**src/rtl/act_arbiter.sv**
```systemverilog
// act_arbiter: round-robin arbiter sharing one (|x+c| + |x-c|) >>> sh activation unit.
// Define ACT_ARB_PIPE_EN to add the CALC state and a registered result (2-cycle latency).
`ifndef WIDTH
`define WIDTH 8
`endif

module act_arbiter #(
  parameter int N_REQ  = 4,
  parameter int ID_W   = 2,
  parameter int ACT_C  = 4,
  parameter int ACT_SH = 1
) (
  input  logic                      clk,
  input  logic                      reset,
  input  logic [N_REQ-1:0]          req_valid,
  input  logic [N_REQ*2*`WIDTH-1:0] req_data,
  output logic [N_REQ-1:0]          req_ready,
  output logic                      out_valid,
  input  logic                      out_ready,
  output logic signed [`WIDTH-1:0]  out_data,
  output logic [ID_W-1:0]           out_id,
  output logic                      busy
);

  localparam int W  = `WIDTH;
  localparam int DW = 2 * W;
  localparam logic signed [DW-1:0] CW = DW'(ACT_C);

`ifdef ACT_ARB_PIPE_EN
  typedef enum logic [1:0] {IDLE = 2'd0, CALC = 2'd1, OUT = 2'd2} state_t;
`else
  typedef enum logic [1:0] {IDLE = 2'd0, OUT = 2'd2} state_t;
`endif

  state_t               state;
  logic [ID_W-1:0]      last_grant;
  logic signed [DW-1:0] operand;
  logic signed [DW-1:0] req_slice [N_REQ];
  logic                 gnt_found;
  logic [ID_W-1:0]      gnt_idx;

  // Full-width arithmetic; the caller truncates to W bits without saturation.
  function automatic logic signed [DW-1:0] act_f(input logic signed [DW-1:0] x);
    logic signed [DW-1:0] hi;
    logic signed [DW-1:0] lo;
    logic signed [DW-1:0] sum;
    hi = x + CW;
    lo = x - CW;
    if (hi[DW-1]) hi = -hi;
    if (lo[DW-1]) lo = -lo;
    sum = hi + lo;
    return sum >>> ACT_SH;
  endfunction

  always_comb begin
    for (int i = 0; i < N_REQ; i++) req_slice[i] = req_data[i*DW +: DW];
  end

  // Search upward from the requester after the last winner, wrapping at N_REQ.
  always_comb begin
    logic [ID_W-1:0] idx;
    gnt_found = 1'b0;
    gnt_idx   = '0;
    idx       = '0;
    for (int k = 1; k <= N_REQ; k++) begin
      idx = ID_W'((int'(last_grant) + k) % N_REQ);
      if (!gnt_found && req_valid[idx]) begin
        gnt_found = 1'b1;
        gnt_idx   = idx;
      end
    end
  end

  always_comb begin
    req_ready = '0;
    if (state == IDLE && gnt_found) req_ready[gnt_idx] = 1'b1;
  end

`ifdef ACT_ARB_PIPE_EN
  logic signed [W-1:0] result;
  assign out_data = out_valid ? result : '0;
`else
  assign out_data = out_valid ? W'(act_f(operand)) : '0;
`endif

  always_ff @(posedge clk or posedge reset) begin
    if (reset) begin
      state      <= IDLE;
      last_grant <= ID_W'(N_REQ - 1);
      operand    <= '0;
      out_id     <= '0;
      out_valid  <= 1'b0;
      busy       <= 1'b0;
`ifdef ACT_ARB_PIPE_EN
      result     <= '0;
`endif
    end else begin
      case (state)
        IDLE: begin
          if (gnt_found) begin
            operand    <= req_slice[gnt_idx];
            out_id     <= gnt_idx;
            last_grant <= gnt_idx;
            busy       <= 1'b1;
`ifdef ACT_ARB_PIPE_EN
            state      <= CALC;
`else
            state      <= OUT;
            out_valid  <= 1'b1;
`endif
          end
        end
`ifdef ACT_ARB_PIPE_EN
        CALC: begin
          result    <= W'(act_f(operand));
          state     <= OUT;
          out_valid <= 1'b1;
        end
`endif
        OUT: begin
          if (out_ready) begin
            state     <= IDLE;
            out_valid <= 1'b0;
            busy      <= 1'b0;
          end
        end
        default: begin
          state     <= IDLE;
          out_valid <= 1'b0;
          busy      <= 1'b0;
        end
      endcase
    end
  end

endmodule

```
**config.mk**
```make
export PLATFORM = sky130hd
export DESIGN_NAME = act_arbiter
export DESIGN_NICKNAME = d
export VERILOG_FILES = /design/src/rtl/act_arbiter.sv
export SDC_FILE = /design/constraint.sdc
export NUM_CORES = 1
export LEC_CHECK = 0
export ABC_AREA = 1
export ABC_CLOCK_PERIOD_IN_PS = 2590
export BUFFER_PORTS_ARGS = -buffer_cell sky130_fd_sc_hd__buf_2
export CAP_MARGIN = 20
export CORE_MARGIN = 1
export CORE_UTILIZATION = 30
export CTS_CLUSTER_DIAMETER = 150
export DETAILED_ROUTE_END_ITERATION = 10
export PLACE_DENSITY = 0.58
export SETUP_SLACK_MARGIN = 0.15
export SLEW_MARGIN = 30
export SYNTH_ARGS = -nofsm -noshare
export SYNTH_HDL_FRONTEND = slang
export SYNTH_SLANG_ARGS = --single-unit
```
**constraint.sdc**
```tcl
create_clock -name clk -period 2.59 [get_ports clk]
set_clock_uncertainty 0.05 [all_clocks]
set_input_delay 0 -clock clk [delete_from_list [all_inputs] [get_ports clk]]
set_output_delay 0 -clock clk [all_outputs]
set_load 0.005 [all_outputs]
```
==> flow_metrics.py, run 1 <==
metrics = {
    "floorplan": {
        "fp.dieH_um": 99.9,
        "rows": 35,
        "io_pins": 87,
        "core-area_um2": 9280,
        "die_area_um2": 9980,
        "die_w_um": 99.9,
        "start_util": 0.310,
    },
    "grt": {
        "grt_usage": 0.169,
        "grt_pass1_vias": 3253,
        "grt-ovfl-total": 0,
        "grt_max_degree": 34,
        "antenna_found_initial": 0,
        "grt_pass1_wl_um": 14200,
    },
    "cts": {
        "clkSinkCount": 21,
        "tritoncts": "yes",
        "insertion_delay_ns": 0.26,
        "numCtsBuffers": 3,
        "root_buffer": "clkbuf_8",
        "h-tree-depth": 1,
        "clk_pin_slew_ns": 0.08,
        "cts_buffer_depth": 2,
    },
    "timing": {
        "rsz0062_at_grt": "true",
        "drv_slew": 0,
        "setup_viol": 6,
        "max_freq_ghz": 0.356,
        "fin_crit_sh": 1.09,
        "setup_ws_ns": -0.221,
        "tightestPinTransition_ns": 0.794,
        "slew_headroom": 0.470,
        "finalCriticalPeriod_ns": 2.81,
        "hold_violations": 0,
    },
    "worst_setup_path": {
        "startpoint": "operand[5]",
        "cp.required_ns": 2.54,
        "crit_end": "out_data[5]",
        "cp_max_fo": 8,
        "worst_r2r_path_depth": 15,
        "start_kind": "register",
        "cp_data_arrival_time_ns": 2.76,
        "r2r-start": "last_grant[1]",
        "r2r-end": "operand[14]",
        "cp-end-kind": "primary output",
        "regToRegSetupSlack_ns": 0.39,
        "worstSetupPathType": "reg2out",
    },
    "detailed_routing": {
        "wirelength_um": 8650,
        "wl_per_cell_um": 11.3,
        "drcViolationCount": 0,
        "vias_per_cell": 4.62,
        "dr.first_iter.drc_count": 113,
        "dr.pass1.iters": 4,
        "via_count": 3551,
        "final_antenna_net_count": 0,
    },
    "logic_synthesis": {
        "yosysWarningCount": 0,
        "yosys_register_bits": 21,
        "syn_area_um2": 2880,
        "async_flop_share": 1.00,
        "yosysUniqueCellTypes": 33,
        "avgSynthCellArea_um2": 5.60,
        "ys_top_cells_by_area": "nand2_1, dfrtp_1, nand4_1, inv_1, ha_1",
        "synth-seq-area-share": 0.184,
        "synth-edff-count": 0,
        "syn_nets": 597,
        "synth_top_cell_by_area": "nand2_1",
        "yosysTopAreaCellShare": 0.339,
        "synthCells": 514,
        "synth_ff_type": "dfrtp_1",
    },
    "place": {
        "dp.cells": 738,
        "dp_hpwl_um": 6370,
        "gp_congestion": 0.833,
        "placed_cell_area_um2": 3600,
        "port_buffers": 86,
    },
    "final_layout": {
        "fin_area_um2": 4150,
        "final_cells": 768,
        "layout_common_cells": "nand2_1, buf_2, buf_4",
        "fin_nets": 723,
        "layout_commonest_cell": "nand2_1",
        "areaGrowthSynthToFinish_pct": 44.1,
        "antenna_cells": 0,
        "drive_above_1_share": 0.341,
    },
    "min_path": {
        "hold_class": "in2reg",
    },
    "job": {
        "drv_cap": 0,
    },
    "status": {
        "violations": "negative setup slack",
        "status": "finished, violations left",
    },
}
## timing repair
item / in CTS / in global routing
setup endpoints to repair: 19 / 27
buffers inserted: 9 / 13
resized for setup: 40 / 28
endpoints found under the hold margin: 20 / 0
pin swaps: 20 / 29
hold buffers: 2 / 0
cloned: 1 / 1
## worst max-delay path, cell delays in order, from the launching register on
cell and delay [ns]:
dfrtp_1 0.42, nand2_1 0.09, nor2_2 0.14, nand3_2 0.12, nor2_1 0.10, nand2_1 0.07, nand2_2 0.12, inv_4 0.07
nand2_1 0.08, o21ai_2 0.08, fa_2 0.36, o21ai_2 0.15, nand2_2 0.07, a21oi_2 0.16, or2_4 0.14, a21oi_2 0.05
o21ai_1 0.11, a21oi_1 0.05, buf_2 0.12
## routing by layer
| layer | global-route usage | vias up | share of wire |
|---|---|---|---|
| li1 | - | 1885 | - |
| met1 | 0.229 | 1569 | 0.47 |
| met2 | 0.299 | 91 | 0.48 |
| met3 | 0.00557 | 6 | 0.032 |
| met4 | 0.0362 | 0 | 0.0099 |
| met5 | 0 | - | 0 |
## metrics by stage
stage	utilization	setup TNS, ns	worst slack (ns)	hold WS, ns
after floorplan	-	0	0.155	-0.0750
after global placement	0.387	-0.148	-0.106	0.120
after detailed placement	0.387	-0.226	-0.0791	0.139
after CTS	0.418	-0.722	-0.169	0.0652
after global routing	0.446	-2.33	-0.436	0.0780
final	0.446	-0.949	-0.221	0.0618
## worst min-delay path by stage
| stage | cells after the start | startpoint | slack, ns | end |
|---|---|---|---|---|
| 6_report | 7 | req_data[32] | 0.06 | operand[0] |
| 5_1_grt | 7 | req_data[32] | 0.08 | operand[0] |
| 4_1_cts | 7 | req_data[32] | 0.07 | operand[0] |
| 3_5_place_dp | 2 | reset | 0.14 | out_id[1] |
| 3_3_place_gp | 2 | reset | 0.12 | out_id[0] |
| 2_1_floorplan | 1 | reset | -0.07 | busy |
## logic make-up (layout without fill, tap and decap cells)
family,after synthesis,count (layout),synth area share
AND/OR/NAND/NOR,359,360,0.533
buffers and inverters,67,191,0.105
flip-flops,21,21,0.184
XOR/XNOR,14,14,0.0426
AO/OA/AOI/OAI,41,41,0.0809
adder cells (fa/ha/maj),12,12,0.0548
## flip-flops by register name, indices dropped and copies added (netlist names)
name / flops
operand: 16
out_id: 2
busy: 1
last_grant: 2
## cells in the mapped netlist, types with 4 or more instances
cell type  number
nor2_1         27
nand2_1       260
nand3_1        16
nand2_2         8
o21ai_0        18
a21oi_1        18
ha_1           11
buf_2          12
dfrtp_1        19
inv_1          40
xor2_1         12
buf_4           5
nand4_1        36
nor3_1          4
## cell type report
class                           instances  area (um^2)
Fill cell                            1023         5140
Clock buffer                            3         41.3
Multi-Input combinational cell        427         2290
Tap cell                              129          161
Clock inverter                          1         5.00
Inverter                               45          184
Timing Repair Buffer                  142          930
Sequential cell                        21          531
Power of run 1 is left out: the tool's default activity adds up to more than one toggle a clock period on the data nets, which glitch-free logic cannot reach.
==> run 2: changes to the inputs <==
- ABC_CLOCK_PERIOD_IN_PS: 2590 -> 3370
- PLACE_DENSITY: 0.58 -> 0.56
- clock period: 2.59 -> 3.37 ns (I/O delays scaled with it)
==> run 2 against run 1 <==
Effect of this change:
- the flow now finishes without violations
- register-to-register slack improved by 0.19 ns
- hold slack improved by 0.012 ns
- wire length decreased by 12%
- count of clock-buffer cells in the layout unchanged
- final cell count decreased by 5.6%
- global-route usage decreased by 1.3 points
- die area unchanged
- sequential cell count unchanged
- critical path type unchanged
- largest cell class unchanged
==> flow_metrics.py, run 2 (synthesis results as in run 1) <==
metrics = {
    "worst_setup_path": {
        "crit_end": "out_data[7]",
        "start_kind": "register",
        "cp_max_fo": 7,
        "r2r-start": "last_grant[0]",
        "worstSetupPathType": "reg2out",
        "worst_r2r_path_depth": 14,
        "cp.required_ns": 3.32,
        "r2r-end": "operand[2]",
        "cp_data_arrival_time_ns": 2.92,
        "cp-end-kind": "primary output",
        "startpoint": "operand[2]",
        "regToRegSetupSlack_ns": 0.58,
    },
    "timing": {
        "setup_viol": 0,
        "finalCriticalPeriod_ns": 2.97,
        "finalSetupTns_ns": 0,
        "drv_slew": 0,
        "tightestPinTransition_ns": 0.789,
        "hold_violations": 0,
        "max_freq_ghz": 0.337,
        "slew_headroom": 0.474,
        "fin_crit_sh": 0.881,
        "rsz0062_at_grt": "true",
    },
    "final_layout": {
        "top_register": "operand",
        "drive_above_1_share": 0.243,
        "top_regs": "operand (16), last_grant (2), out_id (2)",
        "fin_nets": 680,
        "layout_commonest_cell": "nand2_1",
        "multi_input_area_um2": 2110,
        "num-fill-cells": 1067,
        "largest_reg_flops": 16,
        "fin_area_um2": 3570,
        "layout_common_cells": "nand2_1, buf_2, inv_1",
        "areaGrowthSynthToFinish_pct": 24.2,
        "regArea_um2": 534,
        "antenna_cells": 0,
    },
    "min_path": {
        "hold_class": "in2reg",
        "min_from": "req_data[39]",
    },
    "detailed_routing": {
        "vias_per_cell": 4.56,
        "dr.first_iter.drc_count": 101,
        "drcViolationCount": 0,
        "via_count": 3308,
        "wl_per_cell_um": 10.5,
        "dr.pass1.iters": 4,
        "wirelength_um": 7630,
        "final_antenna_net_count": 0,
    },
    "place": {
        "placed_cell_area_um2": 3360,
        "dp_hpwl_um": 6130,
        "gp_congestion": 0.894,
        "port_buffers": 86,
    },
    "floorplan": {
        "core-area_um2": 9280,
        "fp.dieH_um": 99.9,
        "die_w_um": 99.9,
        "io_pins": 87,
        "die_area_um2": 9980,
        "start_util": 0.310,
        "rows": 35,
    },
    "cts": {
        "tritoncts": "yes",
        "h-tree-depth": 1,
        "cts_buffer_depth": 2,
        "root_buffer": "clkbuf_8",
        "clkSinkCount": 21,
        "insertion_delay_ns": 0.26,
        "numCtsBuffers": 3,
        "clk_pin_slew_ns": 0.08,
    },
    "grt": {
        "grt-ovfl-total": 0,
        "grt_pass1_vias": 3011,
        "antenna_found_initial": 0,
        "grt_pass1_wl_um": 12900,
        "grt_usage": 0.156,
        "grt_max_degree": 35,
    },
    "status": {
        "status": "completed",
    },
    "job": {
        "drv_cap": 0,
    },
}
-- run 2: cell type report --
type,count,share of cell area
Multi-Input combinational cell,426,0.589
Clock buffer,3,0.0116
Clock inverter,1,0.00140
Inverter,45,0.0483
Sequential cell,21,0.150
Tap cell,129,0.0452
Timing Repair Buffer,100,0.155
-- run 2: worst min-delay path by stage --
stage / end / slack (ns) / cells past startpoint
after detailed placement: out_id[1] / 0.14 / 2
after floorplan: busy / -0.07 / 1
after CTS: operand[7] / 0.06 / 7
after global placement: out_id[1] / 0.12 / 2
final: operand[7] / 0.07 / 7
after global routing: operand[7] / 0.11 / 7
-- run 2: layer usage --
metal / global-route usage / part of all wire / up-vias
met5: 0 / 0 / -
met2: 0.265 / 0.43 / 88
met3: 0.00905 / 0.038 / 10
met4: 0.0532 / 0.018 / 0
met1: 0.209 / 0.51 / 1408
li1: - / - / 1802
-- run 2: per-stage QoR --
stage	instances	utilization	hold slack [ns]	setup WS (ns)
finish	725	0.385	0.0734	0.400
global route	725	0.385	0.108	0.0909
CTS	716	0.370	0.0628	0.152
detailed placement	710	0.362	0.137	0.270
global placement	710	0.362	0.122	0.337
floorplan	514	-	-0.0750	0.702
-- run 2: worst max-delay path, stage by stage (launching register included) --
cell	delay, ns
dfrtp_2	0.44
buf_12	0.15
ha_1	0.25
xor2_1	0.28
nor3b_2	0.10
a31oi_2	0.19
xor2_1	0.15
inv_1	0.06
ha_1	0.32
a21oi_1	0.15
o21ai_0	0.10
a21oi_1	0.17
nand3_1	0.10
nand2_1	0.06
nor2_1	0.04
buf_2	0.12
-- run 2: what timing repair did --
item | CTS | global route
hold buffers | 2 | 0
buffers inserted | 0 | 9
pin swaps | 0 | 4
gates resized for setup | 7 | 24
setup endpoints to repair | 4 | 6
hold endpoints to repair | 20 | 0
Power of run 2 is left out for the same reason.
